## src/rtl/seg7_scan_driver_pkg.sv

```systemverilog
// Shared constants and types for the six-digit multiplexed 7-segment scan driver.
// Segment codes are active-high {g,f,e,d,c,b,a}; pin polarity is applied in the top.
package seg7_scan_driver_pkg;

    localparam int DIG_NUM = 6;

    localparam logic [6:0] SEG_0    = 7'h3F;
    localparam logic [6:0] SEG_1    = 7'h06;
    localparam logic [6:0] SEG_2    = 7'h5B;
    localparam logic [6:0] SEG_3    = 7'h4F;
    localparam logic [6:0] SEG_4    = 7'h66;
    localparam logic [6:0] SEG_5    = 7'h6D;
    localparam logic [6:0] SEG_6    = 7'h7D;
    localparam logic [6:0] SEG_7    = 7'h07;
    localparam logic [6:0] SEG_8    = 7'h7F;
    localparam logic [6:0] SEG_9    = 7'h6F;
    localparam logic [6:0] SEG_DASH = 7'h40;
    localparam logic [6:0] SEG_OFF  = 7'h00;

    localparam logic [2:0] IDX_SEC_L = 3'd0;
    localparam logic [2:0] IDX_SEC_H = 3'd1;
    localparam logic [2:0] IDX_MIN_L = 3'd2;
    localparam logic [2:0] IDX_MIN_H = 3'd3;
    localparam logic [2:0] IDX_HR_L  = 3'd4;
    localparam logic [2:0] IDX_HR_H  = 3'd5;

    typedef struct packed {
        logic [3:0] hr_h;
        logic [3:0] hr_l;
        logic [3:0] min_h;
        logic [3:0] min_l;
        logic [3:0] sec_h;
        logic [3:0] sec_l;
    } digits_t;

endpackage

```

## src/rtl/seg7_scan_driver_decode.sv

```systemverilog
// Combinational BCD to 7-segment decoder; non-decimal codes show a dash.
module seg7_decode
    import seg7_scan_driver_pkg::*;
(
    input  logic [3:0] bcd,
    output logic [6:0] seg
);

    always_comb begin
        seg = SEG_DASH;
        case (bcd)
            4'd0:    seg = SEG_0;
            4'd1:    seg = SEG_1;
            4'd2:    seg = SEG_2;
            4'd3:    seg = SEG_3;
            4'd4:    seg = SEG_4;
            4'd5:    seg = SEG_5;
            4'd6:    seg = SEG_6;
            4'd7:    seg = SEG_7;
            4'd8:    seg = SEG_8;
            4'd9:    seg = SEG_9;
            default: seg = SEG_DASH;
        endcase
    end

endmodule

```

## src/rtl/seg7_scan_driver.sv

```systemverilog
// Time-multiplexes six stopwatch BCD digits onto one 7-segment bus with
// frame-consistent snapshot, anti-ghost blank window and hour zero blanking.
module seg7_scan_driver
    import seg7_scan_driver_pkg::*;
#(
    parameter logic [15:0] SCAN_DIV       = 16'd50000,
    parameter logic [15:0] BLANK_CYC      = 16'd500,
    parameter logic        SEG_ACTIVE_LOW = 1'b1,
    parameter logic        DIG_ACTIVE_LOW = 1'b1
) (
    input  logic       clk,
    input  logic       rstn,
    input  logic [3:0] hr_h,
    input  logic [3:0] hr_l,
    input  logic [3:0] min_h,
    input  logic [3:0] min_l,
    input  logic [3:0] sec_h,
    input  logic [3:0] sec_l,
    input  logic       blank_lead,
    output logic [6:0] seg,
    output logic       dp,
    output logic [5:0] dig_sel,
    output logic       frame_done
);

    localparam int               CNT_W    = (SCAN_DIV > 16'd1) ? $clog2(SCAN_DIV) : 1;
    localparam logic [CNT_W-1:0] CNT_MAX  = CNT_W'(SCAN_DIV - 16'd1);
    localparam logic [CNT_W-1:0] BLANK_C  = CNT_W'(BLANK_CYC);
    localparam logic [6:0]       SEG_IDLE = {7{SEG_ACTIVE_LOW}};
    localparam logic             DP_IDLE  = SEG_ACTIVE_LOW;
    localparam logic [5:0]       DIG_IDLE = {DIG_NUM{DIG_ACTIVE_LOW}};

    logic [CNT_W-1:0] cnt;
    logic [2:0]       idx;
    digits_t          snap;
    logic             init;
    logic             tick;
    logic             last_slot;
    logic             load;

    assign tick      = (cnt == CNT_MAX);
    assign last_slot = (idx == IDX_HR_H);
    assign load      = init | (tick & last_slot);

    always_ff @(posedge clk or negedge rstn) begin
        if (!rstn) begin
            cnt  <= '0;
            idx  <= '0;
            init <= 1'b1;
            snap <= '0;
        end else begin
            init <= 1'b0;
            cnt  <= tick ? '0 : cnt + 1'b1;
            if (tick) begin
                idx <= last_slot ? 3'd0 : idx + 3'd1;
            end
            if (load) begin
                snap <= '{hr_h: hr_h, hr_l: hr_l, min_h: min_h,
                          min_l: min_l, sec_h: sec_h, sec_l: sec_l};
            end
        end
    end

    // Stage p0: select digit, decode, blanking and digit enable
    logic [3:0] digit_p0;
    logic       blank_p0;
    logic [6:0] dec_seg_p0;
    logic [6:0] seg_on_p0;
    logic       dp_on_p0;
    logic [5:0] dig_on_p0;

    always_comb begin
        digit_p0 = snap.sec_l;
        case (idx)
            IDX_SEC_L: digit_p0 = snap.sec_l;
            IDX_SEC_H: digit_p0 = snap.sec_h;
            IDX_MIN_L: digit_p0 = snap.min_l;
            IDX_MIN_H: digit_p0 = snap.min_h;
            IDX_HR_L:  digit_p0 = snap.hr_l;
            IDX_HR_H:  digit_p0 = snap.hr_h;
            default:   digit_p0 = snap.sec_l;
        endcase
    end

    seg7_decode u_decode (
        .bcd (digit_p0),
        .seg (dec_seg_p0)
    );

    always_comb begin
        blank_p0 = 1'b0;
        if (blank_lead) begin
            if (idx == IDX_HR_H && snap.hr_h == 4'd0) begin
                blank_p0 = 1'b1;
            end
            if (idx == IDX_HR_L && snap.hr_h == 4'd0 && snap.hr_l == 4'd0) begin
                blank_p0 = 1'b1;
            end
        end
        seg_on_p0 = blank_p0 ? SEG_OFF : dec_seg_p0;
        dp_on_p0  = !blank_p0 && (idx == IDX_MIN_L || idx == IDX_HR_L);
        dig_on_p0 = (cnt >= BLANK_C) ? (6'd1 << idx) : 6'd0;
    end

    // Stage p1: registered pins with polarity folded in
    logic [6:0] seg_p1;
    logic       dp_p1;
    logic [5:0] dig_sel_p1;
    logic       frame_done_p1;

    always_ff @(posedge clk or negedge rstn) begin
        if (!rstn) begin
            seg_p1        <= SEG_IDLE;
            dp_p1         <= DP_IDLE;
            dig_sel_p1    <= DIG_IDLE;
            frame_done_p1 <= 1'b0;
        end else begin
            seg_p1        <= seg_on_p0 ^ SEG_IDLE;
            dp_p1         <= dp_on_p0 ^ DP_IDLE;
            dig_sel_p1    <= dig_on_p0 ^ DIG_IDLE;
            frame_done_p1 <= tick & last_slot;
        end
    end

    assign seg        = seg_p1;
    assign dp         = dp_p1;
    assign dig_sel    = dig_sel_p1;
    assign frame_done = frame_done_p1;

endmodule

```

## config.mk

```make
export PLATFORM = sky130hd
export DESIGN_NAME = seg7_scan_driver
export DESIGN_NICKNAME = d
export VERILOG_FILES = /design/src/rtl/seg7_scan_driver_pkg.sv /design/src/rtl/seg7_scan_driver_decode.sv /design/src/rtl/seg7_scan_driver.sv
export SDC_FILE = /design/constraint.sdc
export NUM_CORES = 1
export LEC_CHECK = 0
export ABC_AREA = 1
export CAP_MARGIN = 20
export CORE_MARGIN = 2
export CORE_UTILIZATION = 35
export DETAILED_ROUTE_END_ITERATION = 16
export PLACE_DENSITY = 0.51
export SYNTH_ARGS = -nofsm -noshare
export SYNTH_HDL_FRONTEND = slang
export SYNTH_SLANG_ARGS = --single-unit
```

## constraint.sdc

```tcl
create_clock -name clk -period 2.85 [get_ports clk]
set_input_delay 0.57 -clock clk [delete_from_list [all_inputs] [get_ports clk]]
set_output_delay 0.57 -clock clk [all_outputs]
set_load 0.03 [all_outputs]
```

# Word level (Yosys, flattened, before mapping)
# Memory sizes are Yosys's and may differ from the RTL's.
# Cells that the tools add are included.
# W data, S select, Z words.
dict set report classes {
  add_sub_neg 2
  magnitude_cmp 1
  n_eq_ne 6
  n_shift 1
  mux 8
  bitwise 5
  n_reduce_logical 8
}
# operator count
set ops {}
lappend ops {{$pmux W4 S5} 1}
lappend ops {{$add A16 B1 Y16 const B} 1}
lappend ops {{$eq A16 B16 Y1 const B} 1}
lappend ops {{$ge A16 B9 Y1 const B} 1}
lappend ops {{$mux W16} 1}
lappend ops {{$logic_not A4 Y1} 2}
lappend ops {{$mux W7} 1}
lappend ops {{$not A7 Y7} 1}
lappend ops {{$eq A3 B2 Y1 const B} 2}
lappend ops {{$eq A3 B3 Y1 const B} 2}
lappend ops {{$mux W6} 1}
lappend ops {{$not A6 Y6} 1}
lappend ops {{$shl A1 B3 Y6 const A} 1}
lappend ops {{$logic_and A1 B1 Y1} 4}
lappend ops {{$add A3 B1 Y3 const B} 1}
lappend ops {{$eq A3 B1 Y1 const B} 1}
lappend ops {{$mux W1} 3}
lappend ops {{$mux W3} 1}
lappend ops {{$and A1 B1 Y1} 1}
lappend ops {{$logic_not A1 Y1} 1}
lappend ops {{$logic_or A1 B1 Y1} 1}
lappend ops {{$not A1 Y1} 1}
lappend ops {{$or A1 B1 Y1} 1}
dict set report word_totals {
  regBits 59
  romBits 112
  inputBits 27
  out_inout_bits 15
  n_memories 1
}
# memory depth width read_ports rd_ports_with_merged_regs wr line
set mem_list {}
lappend mem_list {{(no name shown)} 16 7 1 0 0 seg7_scan_driver_decode.sv:11} ;# case (bcd)

# Longest topological paths before layout
# Gate-level depths: netlist (run 1).
dict set report logic_depth {
  ltp_word 8
  mapped_depth 15
  ltp_nobuf 14
}

# Cells and area by module
# Synthesis (run 1) repeated with hierarchy kept, for this count alone.
dict set report hier_totals {
  hier_cells 367
  area_unflattened_um2 2945.3
}
# module n_inst cells_each area_per_inst_um2 seq_area_each_um2
set by_module_without_submodules {}
lappend by_module_without_submodules {seg7_scan_driver 1 331 2752.6 1495.2}
lappend by_module_without_submodules {seg7_decode 1 36 192.7 0.0}

# Least setup slack after synthesis (run 1)
# Ideal clock, no wire load.
dict set report synth_path {
  kind {register to register}
  startpoint {reg idx[0]}
  endpoint {reg seg_p1[3], in the netlist seg[3]}
  setup_time_ns 0.086
  arrival_ns 1.817
  t_required_ns 2.764
  slack_ns 0.947
  stages_incl_launch_ff 16
  n_path_buf 1
  period_less_slack_ns 1.903
  path_cell_list {dfrtp_1 > buf_4 > nand2_1 > inv_1 > ha_1 > nand2_1 > inv_1 > nor2_1 > nand2_1 > nand2_1 > inv_1 > ha_1 > inv_1 > nand3_1 > nand3_1 > nand3_1}
}
dict set report synth_via {
  elab_chain_len 7
  elab_cells_between_ends 15
  cone_classes {5 x eq/ne; 5 x mux; 1 x bitwise; 3 x reduce/logical; 1 x memory}
}
# item line
set synth_rtl {}
lappend synth_rtl {{start, declared} seg7_scan_driver.sv:34} ;# logic [2:0] idx;
lappend synth_rtl {{start signal, assigned} seg7_scan_driver.sv:55} ;# idx <= last_slot ? 3'd0 : idx + 3'd1;
lappend synth_rtl {{branches (longest 5 deep; another with $mem_v2 Z16 W7)} -}
lappend synth_rtl {{$mux W7 *} seg7_scan_driver.sv:100} ;# seg_on_p0 = blank_p0 ? SEG_OFF : dec_seg_p0;
lappend synth_rtl {{$not A7 Y7 (no line) *} -}
lappend synth_rtl {{end signal, assigned} seg7_scan_driver.sv:118} ;# seg_p1 <= seg_on_p0 ^ SEG_IDLE;
lappend synth_rtl {{end, declared} seg7_scan_driver.sv:106} ;# logic [6:0] seg_p1;
# Mark *: on every way between the ends.
# A chain may end at the register's enable or synchronous reset.

# Worst setup path in the final report (run 1)
dict set report layout_path {
  startpoint {reg idx[2]}
  endpoint {reg seg_p1[3], in the netlist seg[3]}
}
# The elaborated chain is that of the path after synthesis.

==> results of run 1 <==
-- worst reg2reg max path: cells and delay by family (launching register included) --
| family | cells | cell delay, ps |
|---|---|---|
| DFF | 1 | 620 |
| buffers and inverters | 4 | 380 |
| adders and majority gates | 2 | 580 |
| and+or+nand+nor | 7 | 620 |
-- final timing paths --
path | startpoint | end | slack, ps | cells after the start
setup / recovery | idx[2] | seg[3] | 570 | 13
hold / removal | rstn | cnt[3] | 230 | 2
setup reg to reg | idx[2] | seg[3] | 570 | 13
hold reg to reg | cnt[0] | cnt[0] | 480 | 1
max in group asynchronous | rstn | seg[0] | 2320 | 2
min in group clk | cnt[0] | cnt[0] | 480 | 1
-- metrics by stage --
stage	util, %	cells	hold slack [ps]	setup slack (ps)	power, mW
after floorplan	-	369	274	947	1.05
after global placement	42.4	507	451	689	1.16
after detailed placement	42.4	507	487	601	1.16
after CTS	44.5	523	223	579	1.85
after global routing	44.5	523	240	283	1.91
final	44.5	523	228	573	1.82
-- cell usage after synthesis, drive strengths merged, types with 2 or more instances --
cell type / n
xor2: 5
nor4: 4
nor3: 7
o21ai: 20
nand4: 9
buf: 9
inv: 51
nor2: 31
dfrtp: 44
o211ai: 2
a21oi: 8
dfstp: 15
nand2: 102
nand3: 48
o31ai: 2
and2: 2
ha: 8
-- state kept, by name, summed over array words and instances (netlist names) --
name        cells
dp              1
snap           24
dig_sel         6
seg             7
init            1
frame_done      1
cnt            16
idx             3
-- power groups by stage --
| stage | registers, mW | logic, mW | clock network, mW |
|---|---|---|---|
| global placement | 0.936 | 0.221 | 0 |
| floorplan | 0.962 | 0.0879 | 0 |
| detailed placement | 0.938 | 0.220 | 0 |
| finish | 0.922 | 0.219 | 0.678 |
| CTS | 0.923 | 0.222 | 0.700 |
| global route | 0.928 | 0.244 | 0.739 |
-- per-layer routing --
metal / vias to the layer above / share of wire [%]
li1: 1263 / -
met1: 1132 / 49
met2: 42 / 46
met3: 12 / 3.2
met4: 0 / 1.8
met5: - / 0
-- area by class of cell --
class	instances	area, µm²	area share [%]
inverters	51	194	5.25
well taps	105	131	3.56
repair buffers	42	425	11.5
multi-input cells	250	1270	34.4
clock buffers	13	159	4.31
flip-flops and latches	59	1500	40.5
clock inverters	3	15.0	0.407
-- cell families (layout without fill, tap and decap cells) --
kind of cell,after synthesis,in the layout,synth area share (%)
AO/OA/AOI/OAI,32,32,6.16
XOR/XNOR,5,5,1.45
adder cells (fa/ha/maj),8,8,3.31
buffers and inverters,60,109,8.64
flip-flops,59,59,49.4
other,1,1,0.124
AND/OR/NAND/NOR,204,204,31.0
==> results.py, run 1 <==
metrics = {
    "route": {
        "ant_nets": 0,
        "first_pass_iters": 4,
        "vias": 2449,
        "viasPerCell": 4.68,
        "wire_per_inst_um": 12.9,
        "drcViolationCount": 0,
        "wirelength_mm": 6.76,
        "drt_iter0_markers": 73,
    },
    "floorplan": {
        "io_pins": 42,
        "core_area_mm2": 0.00830,
        "rows": 33,
        "dieHeight_um": 97.0,
        "dieArea_mm2": 0.00941,
        "start_util_pct": 36.5,
        "die_w_um": 97.0,
    },
    "clocking": {
        "htreeDepth": 3,
        "postCtsSetupBuffers": 0,
        "clock-sinks": 59,
        "cts-root-to-sink-buffers": 2,
        "clkSlewWorstSetupHoldPaths_ps": 70,
        "clockRootBuffer": "clkbuf_8",
        "ctsResizeCount": 0,
        "cts_tree": "done",
        "cts_made_buffers": 9,
        "hold_buffers": 0,
        "clock_latency_ps": 350,
    },
    "worst_setup_path": {
        "cp-start-kind": "flip-flop",
        "end_kind": "flip-flop",
        "cp_max_fo": 14,
        "path_cells": "inv_2, ha_1, nand2_1, inv_1, nor2_1, nand2_1, nand2_1, inv_1, ha_1, inv_1, nand3_1, nand3_1, nand3_1",
        "crit_required_ps": 3110,
        "slowest_delay_ps": 620,
        "crit_family": "flip-flops",
        "critPathKind": "flip-flop to flip-flop",
        "slowest_stage": "dfrtp_1",
        "cp.arrival_ps": 2540,
        "crit_buf_inv": 4,
    },
    "pwr": {
        "p_seq_share_pct": 50.7,
        "p_leak_nw": 1.81,
        "p_sw_mw": 0.469,
        "intPower_mw": 1.35,
        "p_sw_share_pct": 25.8,
        "power_density_mw_per_mm2": 493,
        "comb_power_share_pct": 12.0,
        "ir_drop_uv": 195,
        "power_frac_clock_pct": 37.3,
    },
    "global_route": {
        "top_usage_layer": "met2",
        "groute.layer.met1.usage_pct": 20.3,
        "grt_max_degree": 60,
        "track_usage_pct": 15.6,
        "antenna_found_initial": 0,
        "met2_usage_pct": 24.4,
        "gr-usage-met3_pct": 5.20,
        "grt_pass1_wl_mm": 11.7,
        "grt_pass1_vias": 2421,
        "grt.overflow.total": 0,
    },
    "finish": {
        "layout_common_cells": "nand2_1, nand3_1, inv_1",
        "n_fill_cell": 847,
        "drive_gt1_share_pct": 12.2,
        "final_common_cell": "nand2_1",
        "syn_to_final_growth_pct": 21.9,
        "design_area_mm2": 0.00369,
        "final_nets": 448,
        "diodes": 0,
    },
    "sta": {
        "finalCritPeriodShare_pct": 79.9,
        "fin_setup_tns_ps": 0,
        "rsz0062_at_grt": "no",
        "slew_violations": 0,
        "period_needed_ps": 2280,
        "hold_violations": 0,
        "skew_ps": 11.0,
        "fmax_mhz": 439,
        "worstMarginPinSlew_ps": 801,
        "relSlewSlack_pct": 46.1,
        "finalSetupViolations": 0,
    },
    "synthesis": {
        "synth_fp_nets": 404,
        "avgSynthCellArea_um2": 8.21,
        "ys_seq_area_share_pct": 49.4,
        "ys_warn_count": 0,
        "yosys_most_used_dff": "dfrtp_1",
        "ys_async_sr_fraction_pct": 100,
        "synth_area_leader_cell": "dfrtp_1",
        "syn_area_mm2": 0.00303,
        "synth.area.top_cells": "dfrtp_1, dfstp_2, nand2_1",
        "post_synth_num_cell_types": 34,
        "netlist.area_leader.share_pct": 36.4,
        "synth_cells": 369,
        "yosys_register_bits": 59,
        "synth_edf_count": 0,
    },
    "hold_path": {
        "worstHoldPathType": "primary input to async pin",
    },
    "status": {
        "status": "finished clean",
    },
    "place": {
        "place_hpwl_mm": 5.02,
        "port_buffers": 41,
        "place.gp.congestion": 0.853,
        "dpl-instance-area_mm2": 0.00352,
    },
    "job": {
        "maxCapViolations": 0,
    },
}
Note: power is estimated with default switching activity, not from simulation.
==> run 2, diff against run 1 <==
==> constraint.sdc (replaced) <==
create_clock -name clk -period 2.3 [get_ports clk]
set_input_delay 0.46 -clock clk [delete_from_list [all_inputs] [get_ports clk]]
set_output_delay 0.46 -clock clk [all_outputs]
set_load 0.03 [all_outputs]
==> results.py, run 2 (same netlist as run 1, synthesis figures left out) <==
metrics = {
    "finish": {
        "top_register": "snap",
        "drive_gt1_share_pct": 14.0,
        "layout_common_cells": "nand2_1, nand3_1, inv_1",
        "final_nets": 452,
        "n_fill_cell": 851,
        "final_common_cell": "nand2_1",
        "diodes": 0,
        "syn_to_final_growth_pct": 23.1,
        "largest_register_ff_count": 24,
    },
    "global_route": {
        "track_usage_pct": 15.2,
        "grt_pass1_vias": 2431,
        "grt.overflow.total": 0,
        "antenna_found_initial": 0,
        "grt_pass1_wl_mm": 11.5,
        "grt_max_degree": 34,
    },
    "worst_setup_path": {
        "crit_required_ps": 2550,
        "r2r_slack_ps": 320,
        "end_kind": "flip-flop",
        "r2r-end": "seg[3]",
        "cp_max_fo": 12,
        "r2r_start": "idx[0]",
        "r2r_cells": 14,
        "cp-start-kind": "flip-flop",
        "cp.arrival_ps": 2240,
        "critPathKind": "flip-flop to flip-flop",
    },
    "clocking": {
        "clock_latency_ps": 330,
        "cts_tree": "done",
        "cts_made_buffers": 9,
        "cts-root-to-sink-buffers": 2,
        "postCtsSetupBuffers": 0,
        "clock-sinks": 59,
        "htreeDepth": 3,
        "clkSlewWorstSetupHoldPaths_ps": 60,
        "clockRootBuffer": "clkbuf_8",
    },
    "sta": {
        "fmax_mhz": 505,
        "rsz0062_at_grt": "no",
        "relSlewSlack_pct": 63.4,
        "period_needed_ps": 1980,
        "hold_slack_ps": 135,
        "slew_violations": 0,
        "finalCritPeriodShare_pct": 86.1,
        "fin_setup_tns_ps": 0,
        "finalSetupViolations": 0,
        "hold_violations": 0,
        "worstMarginPinSlew_ps": 546,
        "skew_ps": 6.88,
    },
    "route": {
        "drt_iter0_markers": 84,
        "wire_per_inst_um": 12.3,
        "first_pass_iters": 4,
        "viasPerCell": 4.68,
        "vias": 2467,
        "wirelength_mm": 6.49,
        "drcViolationCount": 0,
        "ant_nets": 0,
    },
    "floorplan": {
        "start_util_pct": 36.5,
        "dieHeight_um": 97.0,
        "dieArea_mm2": 0.00941,
        "core_area_mm2": 0.00830,
        "rows": 33,
        "die_w_um": 97.0,
        "io_pins": 42,
    },
    "pwr": {
        "p_seq_share_pct": 49.7,
        "power_density_mw_per_mm2": 615,
        "ir_drop_uv": 240,
        "power_frac_clock_pct": 38.6,
        "intPower_mw": 1.71,
        "p_sw_mw": 0.586,
        "p_leak_nw": 1.83,
        "comb_power_share_pct": 11.7,
        "total_power_mw": 2.29,
        "p_sw_share_pct": 25.6,
    },
    "place": {
        "place_hpwl_mm": 4.96,
        "place.gp.congestion": 0.865,
        "port_buffers": 41,
    },
    "job": {
        "maxCapViolations": 0,
    },
    "hold_path": {
        "worstHoldPathType": "primary input to async pin",
    },
    "status": {
        "status": "finished clean",
    },
}
==> run 2: worst max path at each step <==
| stage | from | endpoint | slack, ps |
|---|---|---|---|
| after floorplan | idx[0] | seg[3] | 400 |
| after global placement | idx[0] | seg[3] | 250 |
| after detailed placement | idx[0] | seg[3] | 220 |
| after CTS | idx[0] | seg[3] | 210 |
| after global routing | idx[0] | seg[3] | 30 |
| final | idx[0] | seg[3] | 320 |
==> run 2: per-stage QoR <==
stage	instance area (µm²)	setup slack, ps	instances	utilization, %
finish	3730	319	527	44.9
global route	3730	33.7	527	44.9
CTS	3720	206	527	44.9
detailed placement	3530	221	511	42.6
global placement	3530	250	511	42.6
floorplan	3030	397	369	-
==> run 2: power by group through the flow <==
stage               registers [mW]  logic (mW)  clock network (mW)
detailed placement            1.16       0.273                   0
global route                  1.15       0.302               0.972
floorplan                     1.19       0.109                   0
CTS                           1.14       0.274               0.914
global placement              1.16       0.274                   0
finish                        1.14       0.269               0.886
==> run 2: final cells by class <==
cell class	instances	area [µm²]	area share, %
inverters	51	194	5.20
repair buffers	46	443	11.9
clock inverters	4	21.3	0.571
clock buffers	12	166	4.46
flip-flops and latches	59	1500	40.2
well taps	105	131	3.52
multi-input cells	250	1270	34.2
==> run 2: critical path, stage by stage, from the launching register on <==
cell and delay (ps):
dfrtp_2 500, nand2_1 90, inv_1 40, ha_1 220, nand2_1 70, inv_1 40, nor2_1 90, nand2_1 60
nand2_1 140, inv_1 100, ha_1 280, inv_1 50, nand3_1 90, nand3_1 90, nand3_1 60
==> run 2: repair_timing <==
| action | 4_1_cts | 5_1_grt |
|---|---|---|
| hold buffers | 0 | 0 |
| endpoints found under the setup margin | 0 | 1 |
| resized for setup | 0 | 3 |
==> run 2: layer usage <==
metal | GRT usage, % | wire length [µm] | share of wire (%)
met1 | 20.5 | 3180 | 49
met2 | 23.1 | 2870 | 44
met3 | 3.18 | 246 | 3.8
met4 | 8.23 | 196 | 3.0
met5 | 0 | 0 | 0
==> run 3, diff against run 2 <==
==> constraint.sdc (replaced) <==
create_clock -name clk -period 2.3 [get_ports clk]
set_input_delay 0.46 -clock clk [delete_from_list [all_inputs] [get_ports clk]]
set_output_delay 0.46 -clock clk [all_outputs]
set_load 0.05 [all_outputs]
==> results of run 3 <==
Same layout as run 2 (identical final DEF). Status: finished clean.
Among the figures that moved: setup slack after layout 319 ps -> 187 ps; start point of the critical path idx[0] -> seg[0]; end point of the critical path seg[3] -> seg[0]; total power 2.29 mW -> 2.32 mW
